### config.mk
export PLATFORM = sky130hd
export DESIGN_NAME = coin_input_conditioner
export DESIGN_NICKNAME = d
export VERILOG_FILES = /design/src/rtl/vending_pkg.sv /design/src/rtl/btn_debounce.sv /design/src/rtl/coin_input_conditioner.sv
export SDC_FILE = /design/constraint.sdc
export NUM_CORES = 1
export LEC_CHECK = 0
export CAP_MARGIN = 20
export CELL_PAD_IN_SITES_DETAIL_PLACEMENT = 1
export CELL_PAD_IN_SITES_GLOBAL_PLACEMENT = 2
export CORE_UTILIZATION = 40
export DETAILED_ROUTE_END_ITERATION = 16
export PLACE_DENSITY = 0.82
export REMOVE_ABC_BUFFERS = 1
export SETUP_SLACK_MARGIN = 0.5
export SLEW_MARGIN = 20
export SYNTH_ARGS = -nofsm -noshare
export SYNTH_HDL_FRONTEND = slang
export SYNTH_SLANG_ARGS = --single-unit
### constraint.sdc
create_clock -name clk -period 7.9 [get_ports clk]
set_input_delay 1.185 -clock clk [delete_from_list [all_inputs] [get_ports clk]]
set_output_delay 1.185 -clock clk [all_outputs]
set_load 0.05 [all_outputs]
### src/rtl/vending_pkg.sv
// Shared definitions for the vending machine datapath: coin codes consumed by the
// vending FSM and the debouncer state encoding.
package vending_pkg;

  localparam logic [1:0] COIN_NONE = 2'b00;
  localparam logic [1:0] COIN_ONE  = 2'b01;
  localparam logic [1:0] COIN_TWO  = 2'b10;

  localparam logic [7:0] COUNT_MAX = 8'hFF;

  typedef enum logic [1:0] {
    IDLE      = 2'b00,
    ARMING    = 2'b01,
    PRESSED   = 2'b10,
    RELEASING = 2'b11
  } db_state_t;

  // Adds a coin value to the running total, clamping at COUNT_MAX.
  function automatic logic [7:0] sat_add(input logic [7:0] total, input logic [1:0] units);
    logic [8:0] sum;
    sum = {1'b0, total} + {7'b0, units};
    return sum[8] ? COUNT_MAX : sum[7:0];
  endfunction

endpackage

### src/rtl/btn_debounce.sv
// One raw button: 2-flop synchronizer plus a four-state debouncer that issues a
// single registered press strobe once a high level has been stable long enough.
module btn_debounce
  import vending_pkg::*;
#(
  parameter int DEBOUNCE_CYCLES = 1_000_000,
  parameter int CNT_W           = $clog2(DEBOUNCE_CYCLES + 1)
) (
  input  logic clk,
  input  logic rst,
  input  logic btn_raw,
  output logic press
);

  localparam logic [CNT_W-1:0] CNT_LAST = CNT_W'(DEBOUNCE_CYCLES);
  localparam logic [CNT_W-1:0] CNT_ONE  = CNT_W'(1);

  logic             sync1_q;
  logic             sync2_q;
  db_state_t        state_q, state_d;
  logic [CNT_W-1:0] cnt_q, cnt_d;
  logic [CNT_W-1:0] cnt_inc;
  logic             press_q, press_d;

  assign cnt_inc = cnt_q + CNT_ONE;
  assign press   = press_q;

  always_ff @(posedge clk) begin
    if (!rst) begin
      sync1_q <= 1'b0;
      sync2_q <= 1'b0;
      state_q <= IDLE;
      cnt_q   <= '0;
      press_q <= 1'b0;
    end else begin
      sync1_q <= btn_raw;
      sync2_q <= sync1_q;
      state_q <= state_d;
      cnt_q   <= cnt_d;
      press_q <= press_d;
    end
  end

  // The counter always holds the length of the current opposite-level run.
  always_comb begin
    state_d = state_q;
    cnt_d   = cnt_q;
    press_d = 1'b0;
    case (state_q)
      IDLE: begin
        if (sync2_q) begin
          state_d = ARMING;
          cnt_d   = CNT_ONE;
        end
      end
      ARMING: begin
        if (!sync2_q) begin
          state_d = IDLE;
          cnt_d   = '0;
        end else if (cnt_inc == CNT_LAST) begin
          state_d = PRESSED;
          cnt_d   = '0;
          press_d = 1'b1;
        end else begin
          cnt_d = cnt_inc;
        end
      end
      PRESSED: begin
        if (!sync2_q) begin
          state_d = RELEASING;
          cnt_d   = CNT_ONE;
        end
      end
      RELEASING: begin
        if (sync2_q) begin
          state_d = PRESSED;
          cnt_d   = '0;
        end else if (cnt_inc == CNT_LAST) begin
          state_d = IDLE;
          cnt_d   = '0;
        end else begin
          cnt_d = cnt_inc;
        end
      end
      default: begin
        state_d = IDLE;
        cnt_d   = '0;
      end
    endcase
  end

endmodule

### src/rtl/coin_input_conditioner.sv
// Turns two bouncing coin buttons into single-cycle coin codes for the vending FSM,
// serialising simultaneous presses (two-unit first) and keeping a saturating total.
module coin_input_conditioner
  import vending_pkg::*;
#(
  parameter int DEBOUNCE_CYCLES = 1_000_000,
  parameter int CNT_W           = $clog2(DEBOUNCE_CYCLES + 1)
) (
  input  logic       clk,
  input  logic       rst,
  input  logic       btn_one,
  input  logic       btn_two,
  output logic [1:0] coin,
  output logic [7:0] coin_count
);

  logic       press_one;
  logic       press_two;
  logic       pend_one_q, pend_one_d;
  logic       pend_two_q, pend_two_d;
  logic       want_one;
  logic       want_two;
  logic [1:0] coin_q, coin_d;
  logic [7:0] count_q, count_d;

  btn_debounce #(
    .DEBOUNCE_CYCLES(DEBOUNCE_CYCLES),
    .CNT_W          (CNT_W)
  ) u_db_one (
    .clk    (clk),
    .rst    (rst),
    .btn_raw(btn_one),
    .press  (press_one)
  );

  btn_debounce #(
    .DEBOUNCE_CYCLES(DEBOUNCE_CYCLES),
    .CNT_W          (CNT_W)
  ) u_db_two (
    .clk    (clk),
    .rst    (rst),
    .btn_raw(btn_two),
    .press  (press_two)
  );

  // A press that loses arbitration waits in its pending bit for the next cycle.
  always_comb begin
    coin_d     = COIN_NONE;
    pend_one_d = pend_one_q;
    pend_two_d = pend_two_q;
    want_two   = pend_two_q | press_two;
    want_one   = pend_one_q | press_one;
    if (want_two) begin
      coin_d     = COIN_TWO;
      pend_two_d = 1'b0;
      pend_one_d = want_one;
    end else if (want_one) begin
      coin_d     = COIN_ONE;
      pend_one_d = 1'b0;
    end
    count_d = sat_add(count_q, coin_d);
  end

  always_ff @(posedge clk) begin
    if (!rst) begin
      coin_q     <= COIN_NONE;
      count_q    <= '0;
      pend_one_q <= 1'b0;
      pend_two_q <= 1'b0;
    end else begin
      coin_q     <= coin_d;
      count_q    <= count_d;
      pend_one_q <= pend_one_d;
      pend_two_q <= pend_two_d;
    end
  end

  assign coin       = coin_q;
  assign coin_count = count_q;

endmodule

==> results of run 1 <==
-- metrics by stage --
step,power (W),utilization (%),setup WS (ns)
final,0.000613,46.1,4.42
after global routing,0.000637,46.1,4.22
after CTS,0.000623,46.1,4.41
after detailed placement,0.000333,43.7,4.25
after global placement,0.000333,43.7,4.25
after floorplan,0.000325,-,5.21
-- synthesized netlist by cell type, types with 3 or more instances --
cell and number:
clkbuf_1 16, nor2_1 29, dfxtp_1 61, nand3b_1 3, nand3_1 38, or3_1 9, nor4_1 4, a22o_1 7
or4_1 3, o21ai_0 15, and3_1 7, nand2_1 56, nand4_1 13, a31oi_1 4, nor2b_1 6, inv_1 8
and4_1 5, nor3_1 17, nor3b_1 6, mux2i_1 4, a21o_1 6, xor2_1 11, o311ai_0 7, nand2b_1 3
xnor2_1 6, a21oi_1 20, and2_1 6, o21a_1 3, buf_1 4, ha_1 5
-- routing by layer --
metal	vias up	track usage [%]	part of all wire [%]
li1	1583	-	-
met1	1513	32.4	53
met2	47	32.6	43
met3	10	3.38	3.2
met4	0	7.58	1.4
met5	-	0	0
-- worst paths after layout --
| check | from | endpoint | slack, ns | cells past startpoint |
|---|---|---|---|---|
| worst max-delay path | u_db_two.cnt_q[0] | u_db_two.cnt_q[17] | 4.42 | 8 |
| worst min-delay path | u_db_one.sync1_q | u_db_one.sync2_q | 0.45 | 1 |
| worst max register to register | u_db_two.cnt_q[0] | u_db_two.cnt_q[17] | 4.42 | 8 |
| worst min register to register | u_db_one.sync1_q | u_db_one.sync2_q | 0.45 | 1 |
-- logic make-up (layout without fill, tap and decap cells) --
kind of cell	count (synthesis)	after routing	share of synthesized area, %
and+or+nand+nor	220	220	34.8
DFF	61	61	35.3
adders and majority gates	6	6	2.39
xor gates and xnor gates	17	17	4.31
AOI/OAI and AO/OA	87	87	17.8
muxes	4	4	1.16
buffers and inverters	34	38	4.20
-- area by class of cell --
cell class	count	share of cell area, %
multi-input combinational	334	55.0
timing repair buffer	14	3.59
tap	105	3.43
clock buffer	11	3.95
sequential	61	31.9
clock inverter	4	1.24
inverter	9	0.882
-- worst max-delay path: stages, from the launching register on --
cell	delay [ns]
dfxtp_1	0.43
ha_1	0.34
nand3_1	0.18
nor3_1	0.81
o2111ai_1	0.28
a221oi_1	0.45
a31oi_1	0.44
a21boi_0	0.26
a21o_1	0.16
-- power groups by stage --
stage / clock, W / sequential, W / combinational (W)
2_1_floorplan: 0 / 0.000318 / 0.00000757
3_3_place_gp: 0 / 0.000318 / 0.0000142
3_5_place_dp: 0 / 0.000319 / 0.0000147
4_1_cts: 0.000297 / 0.000312 / 0.0000148
5_1_grt: 0.000310 / 0.000312 / 0.0000161
6_report: 0.000287 / 0.000312 / 0.0000144
-- sequential cells by signal, summed over array words and instances, names as in the netlist, 2 cells and up, named ones only --
register,cells
coin,2
u_db_two.cnt_q,20
coin_count,8
u_db_one.cnt_q,20
==> flow_metrics.env, run 1 <==
export IMPL_status="finished clean"
export IMPL_regArea_um2=1220
export IMPL_yosysSeqAreaShare_pct=35.3
export IMPL_powerDensity_nw_per_um2=160
export IMPL_worstHoldPathType="flip-flop to flip-flop"
export IMPL_wl_um=9000
export IMPL_yosys_area_top_type_share_pct=35.3
export IMPL_numPortBuffers=13
export IMPL_postCtsSetupRepairBufs=0
export IMPL_drive_gt1_share_pct=6.70
export IMPL_async_flop_share_pct=0
export IMPL_drv_cap=0
export IMPL_core_area_um2=8300
export IMPL_final_min_clock_period_ns=3.48
export IMPL_final_nets=439
export IMPL_synth_cell_types=69
export IMPL_ir_drop_mv=0.0654
export IMPL_cp_end_kind="flip-flop"
export IMPL_layout_common_cells="dfxtp_1, nand2_1, nand3_1"
export IMPL_power_frac_comb_pct=2.3
export IMPL_vias_per_cell=5.86
export IMPL_power_share_sequential_pct=50.8
export IMPL_diodes=0
export IMPL_grt_pass1_vias=2935
export IMPL_synth_area_leaders="dfxtp_1, nand2_1, nand3_1, nor2_1, a21oi_1"
export IMPL_grt_pass1_wl_um=15300
export IMPL_grt_usage_pct=22.1
export IMPL_syn_cell_area_um2=3460
export IMPL_route_detailed_drc=0
export IMPL_cts_repair_resized=0
export IMPL_finalHoldViolations=0
export IMPL_cts_root_buf="clkbuf_8"
export IMPL_vias=3153
export IMPL_place_area_um2=3630
export IMPL_fp_dieH_um=95.0
export IMPL_clock_sinks=61
export IMPL_die_area_um2=9020
export IMPL_setup_worst_path_start_class="flip-flop"
export IMPL_dp_cells=523
export IMPL_relSlewSlack_pct=27.0
export IMPL_multi_input_area_um2=2110
export IMPL_whs_ns=0.451
export IMPL_rsz0062_at_grt="no"
export IMPL_arrival_ns=3.71
export IMPL_ant_nets=0
export IMPL_p_sw_w=0.000139
export IMPL_avgSynthCellArea_um2=8.06
export IMPL_fin_skew_ns=0.0110
export IMPL_fin_crit_sh_pct=44.0
export IMPL_cts_htree_levels=3
export IMPL_layout_commonest_cell="dfxtp_1"
export IMPL_p_leak_nw=1.34
export IMPL_cp_max_fo=11
export IMPL_cts_buffers=9
export IMPL_overflow=0
export IMPL_synth_ff_type="dfxtp_1"
export IMPL_worst_ep_required_time_ns=8.13
export IMPL_fill_cells=1020
export IMPL_stdcell_count=538
export IMPL_swShare_pct=22.7
export IMPL_p_int_w=0.000474
export IMPL_finalSetupTns_ns=0
export IMPL_post_drt_wl_per_cell_um=16.7
export IMPL_clk_latency_ns=0.34
export IMPL_ios=14
export IMPL_stdcell_area_um2=3830
export IMPL_tritoncts="done"
export IMPL_clkPwrFrac_pct=46.8
export IMPL_worst_setup_path_type="flip-flop to flip-flop"
export IMPL_synth_seq_cells=61
export IMPL_start_util_pct=41.6
export IMPL_maxSlewViolCount=0
export IMPL_cts_buffer_depth=2
export IMPL_cts_hold_buf=0
export IMPL_grt_start_max_net_pins=19
export IMPL_synth_edf_count=0
export IMPL_postSynthCellCount=429
export IMPL_num_rows=33
export IMPL_drt_pass1_iter_count=4
export IMPL_globalplace_congestion=0.808
export IMPL_post_synth_top_area_cell="dfxtp_1"
export IMPL_fmax_mhz=288
export IMPL_yosys_warnings=0
export IMPL_finalSetupViolCount=0
export IMPL_antenna_found_initial=0
export IMPL_chipWidth_um=95.0
export IMPL_worst_pin_slew_ns=1.09
export IMPL_clkTransAtPathRegs_ns=0.07
export IMPL_syn2layout_area_growth_pct=10.8
export IMPL_dr_first_iter_drc_count=133
export IMPL_hpwl_um=6390
Note: power is estimated with default switching activity, not from simulation.
==> inputs of run 2 (changes only) <==
--- a/config.mk
+++ b/config.mk
@@ -8,9 +8,9 @@
 export CAP_MARGIN = 20
 export CELL_PAD_IN_SITES_DETAIL_PLACEMENT = 1
 export CELL_PAD_IN_SITES_GLOBAL_PLACEMENT = 2
-export CORE_UTILIZATION = 40
+export CORE_UTILIZATION = 37
 export DETAILED_ROUTE_END_ITERATION = 16
-export PLACE_DENSITY = 0.82
+export PLACE_DENSITY = 0.77
 export REMOVE_ABC_BUFFERS = 1
 export SETUP_SLACK_MARGIN = 0.5
 export SLEW_MARGIN = 20
==> constraint.sdc (replaced) <==
create_clock -name clk -period 3.5 [get_ports clk]
set_input_delay 0.525 -clock clk [delete_from_list [all_inputs] [get_ports clk]]
set_output_delay 0.525 -clock clk [all_outputs]
set_load 0.05 [all_outputs]
==> run 2 against run 1 <==
Non-clock buffer count increased by 13. Setup slack got worse by 3.8 ns. Wire length up 4.0%. Fmax up 23%. Highest routed layer unchanged. Largest power group unchanged. Worst hold slack got worse by 0.0076 ns. Sequential power increased by 130%. Core utilization down 1.8 points. Combinational power grew to 2.5 times the previous value. Power is 130% higher. Critical path type unchanged. Largest cell class unchanged. Global-route usage decreased by 1.3 points. Via count up 1.9%. Cell count grew 3.0%.
==> flow_metrics.env, run 2 (synthesis gave the netlist of run 1 again) <==
export IMPL_p_int_w=0.00109
export IMPL_hpwl_um=6690
export IMPL_final_min_clock_period_ns=2.83
export IMPL_overflow=0
export IMPL_die_area_um2=9730
export IMPL_finalSetupViolCount=0
export IMPL_cp_max_fo=9
export IMPL_rsz0062_at_grt="no"
export IMPL_drv_cap=0
export IMPL_drt_pass1_iter_count=4
export IMPL_tritoncts="done"
export IMPL_cts_buffers=9
export IMPL_chipWidth_um=98.6
export IMPL_setup_worst_path_start_class="flip-flop"
export IMPL_worstHoldPathType="flip-flop to flip-flop"
export IMPL_p_sw_w=0.000307
export IMPL_vias=3213
export IMPL_busiest_layer="met2"
export IMPL_maxSlewViolCount=0
export IMPL_core_area_um2=8890
export IMPL_arrival_ns=3.06
export IMPL_clock_sinks=61
export IMPL_layout_commonest_cell="dfxtp_1"
export IMPL_ir_drop_mv=0.182
export IMPL_ant_nets=0
export IMPL_route_detailed_drc=0
export IMPL_numPortBuffers=13
export IMPL_fill_cells=1079
export IMPL_finalSetupTns_ns=0
export IMPL_stdcell_area_um2=3940
export IMPL_drive_gt1_share_pct=9.87
export IMPL_finalHoldViolations=0
export IMPL_globalplace_congestion=0.786
export IMPL_grt_util_met1_pct=29.0
export IMPL_power_frac_comb_pct=2.6
export IMPL_clk_latency_ns=0.33
export IMPL_worst_ep_required_time_ns=3.72
export IMPL_grt_use_met2_pct=32.8
export IMPL_relSlewSlack_pct=53.8
export IMPL_status="finished clean"
export IMPL_worst_setup_path_type="flip-flop to flip-flop"
export IMPL_grt_usage_pct=20.8
export IMPL_ios=14
export IMPL_grt_pass1_wl_um=16000
export IMPL_grt_pass1_vias=3170
export IMPL_num_rows=34
export IMPL_fin_crit_sh_pct=81.0
export IMPL_place_area_um2=3710
export IMPL_syn2layout_area_growth_pct=13.9
export IMPL_grt_start_max_net_pins=19
export IMPL_powerDensity_nw_per_um2=356
export IMPL_power_share_sequential_pct=50.2
export IMPL_worst_pin_slew_ns=0.687
export IMPL_clkTransAtPathRegs_ns=0.08
export IMPL_final_nets=452
export IMPL_p_leak_nw=1.42
export IMPL_multi_input_area_um2=2100
export IMPL_cts_buffer_depth=2
export IMPL_cts_root_buf="clkbuf_8"
export IMPL_swShare_pct=21.9
export IMPL_diodes=0
export IMPL_antenna_found_initial=0
export IMPL_fp_dieH_um=98.6
export IMPL_fin_skew_ns=0.00910
export IMPL_fmax_mhz=353
export IMPL_dr_first_iter_drc_count=158
export IMPL_start_util_pct=38.9
export IMPL_clkPwrFrac_pct=47.3
export IMPL_grt_use_met3_pct=4.33
export IMPL_wl_um=9360
export IMPL_cts_htree_levels=3
export IMPL_vias_per_cell=5.80
export IMPL_post_drt_wl_per_cell_um=16.9
export IMPL_cp_end_kind="flip-flop"
export IMPL_cts_hold_buf=0
export IMPL_layout_common_cells="dfxtp_1, nand2_1, nand3_1"
export IMPL_regArea_um2=1220
[run 2: area by class of cell]
cell class              instances  area share, %
flip-flops and latches         61           31.0
well taps                     108           3.43
clock buffers                  12           4.19
repair buffers                 27           5.97
inverters                       9          0.858
clock inverters                 3           1.11
multi-input cells             334           53.4
[run 2: worst paths after layout]
kind                        end               from  slack, ns  depth (start not counted)
max          u_db_one.cnt_q[17]  u_db_one.cnt_q[3]       0.67                          8
min            u_db_one.sync2_q   u_db_one.sync1_q       0.44                          1
max reg2reg  u_db_one.cnt_q[17]  u_db_one.cnt_q[3]       0.67                          8
min reg2reg    u_db_one.sync2_q   u_db_one.sync1_q       0.44                          1
[run 2: routing by layer]
layer  up-vias  part of all wire, %
li1       1598                    -
met1      1578                   53
met2        35                   45
met3         2                  2.0
met4         0                 0.42
met5         -                    0
[run 2: stage by stage]
step	util [%]	total power, W	setup slack, ns	instances	hold slack (ns)
2_1_floorplan	-	0.000734	0.844	404	0.412
3_3_place_gp	41.7	0.000754	0.640	537	0.424
3_5_place_dp	41.7	0.000755	0.572	537	0.432
4_1_cts	44.1	0.00143	0.546	552	0.451
5_1_grt	44.3	0.00147	0.505	554	0.467
6_report	44.3	0.00140	0.666	554	0.443
[run 2: power groups by stage]
stage	Clock (W)	Combinational [W]	Sequential, W
after detailed placement	0	0.0000363	0.000719
after global placement	0	0.0000357	0.000719
after global routing	0.000726	0.0000399	0.000703
final	0.000662	0.0000360	0.000703
after floorplan	0	0.0000171	0.000717
after CTS	0.000691	0.0000368	0.000703
[run 2: what timing repair did]
action	in CTS	in global routing
buffers inserted	0	2
setup endpoints to repair	0	21
resized for setup	0	2
[run 2: critical path, cell delays in order (launching register included)]
cell and delay (ns):
dfxtp_1 0.54, nand4_4 0.22, or4_4 0.65, o21ai_0 0.24
nand4b_1 0.18, nor4b_4 0.29, buf_4 0.18, nor2_4 0.07
a221o_1 0.36
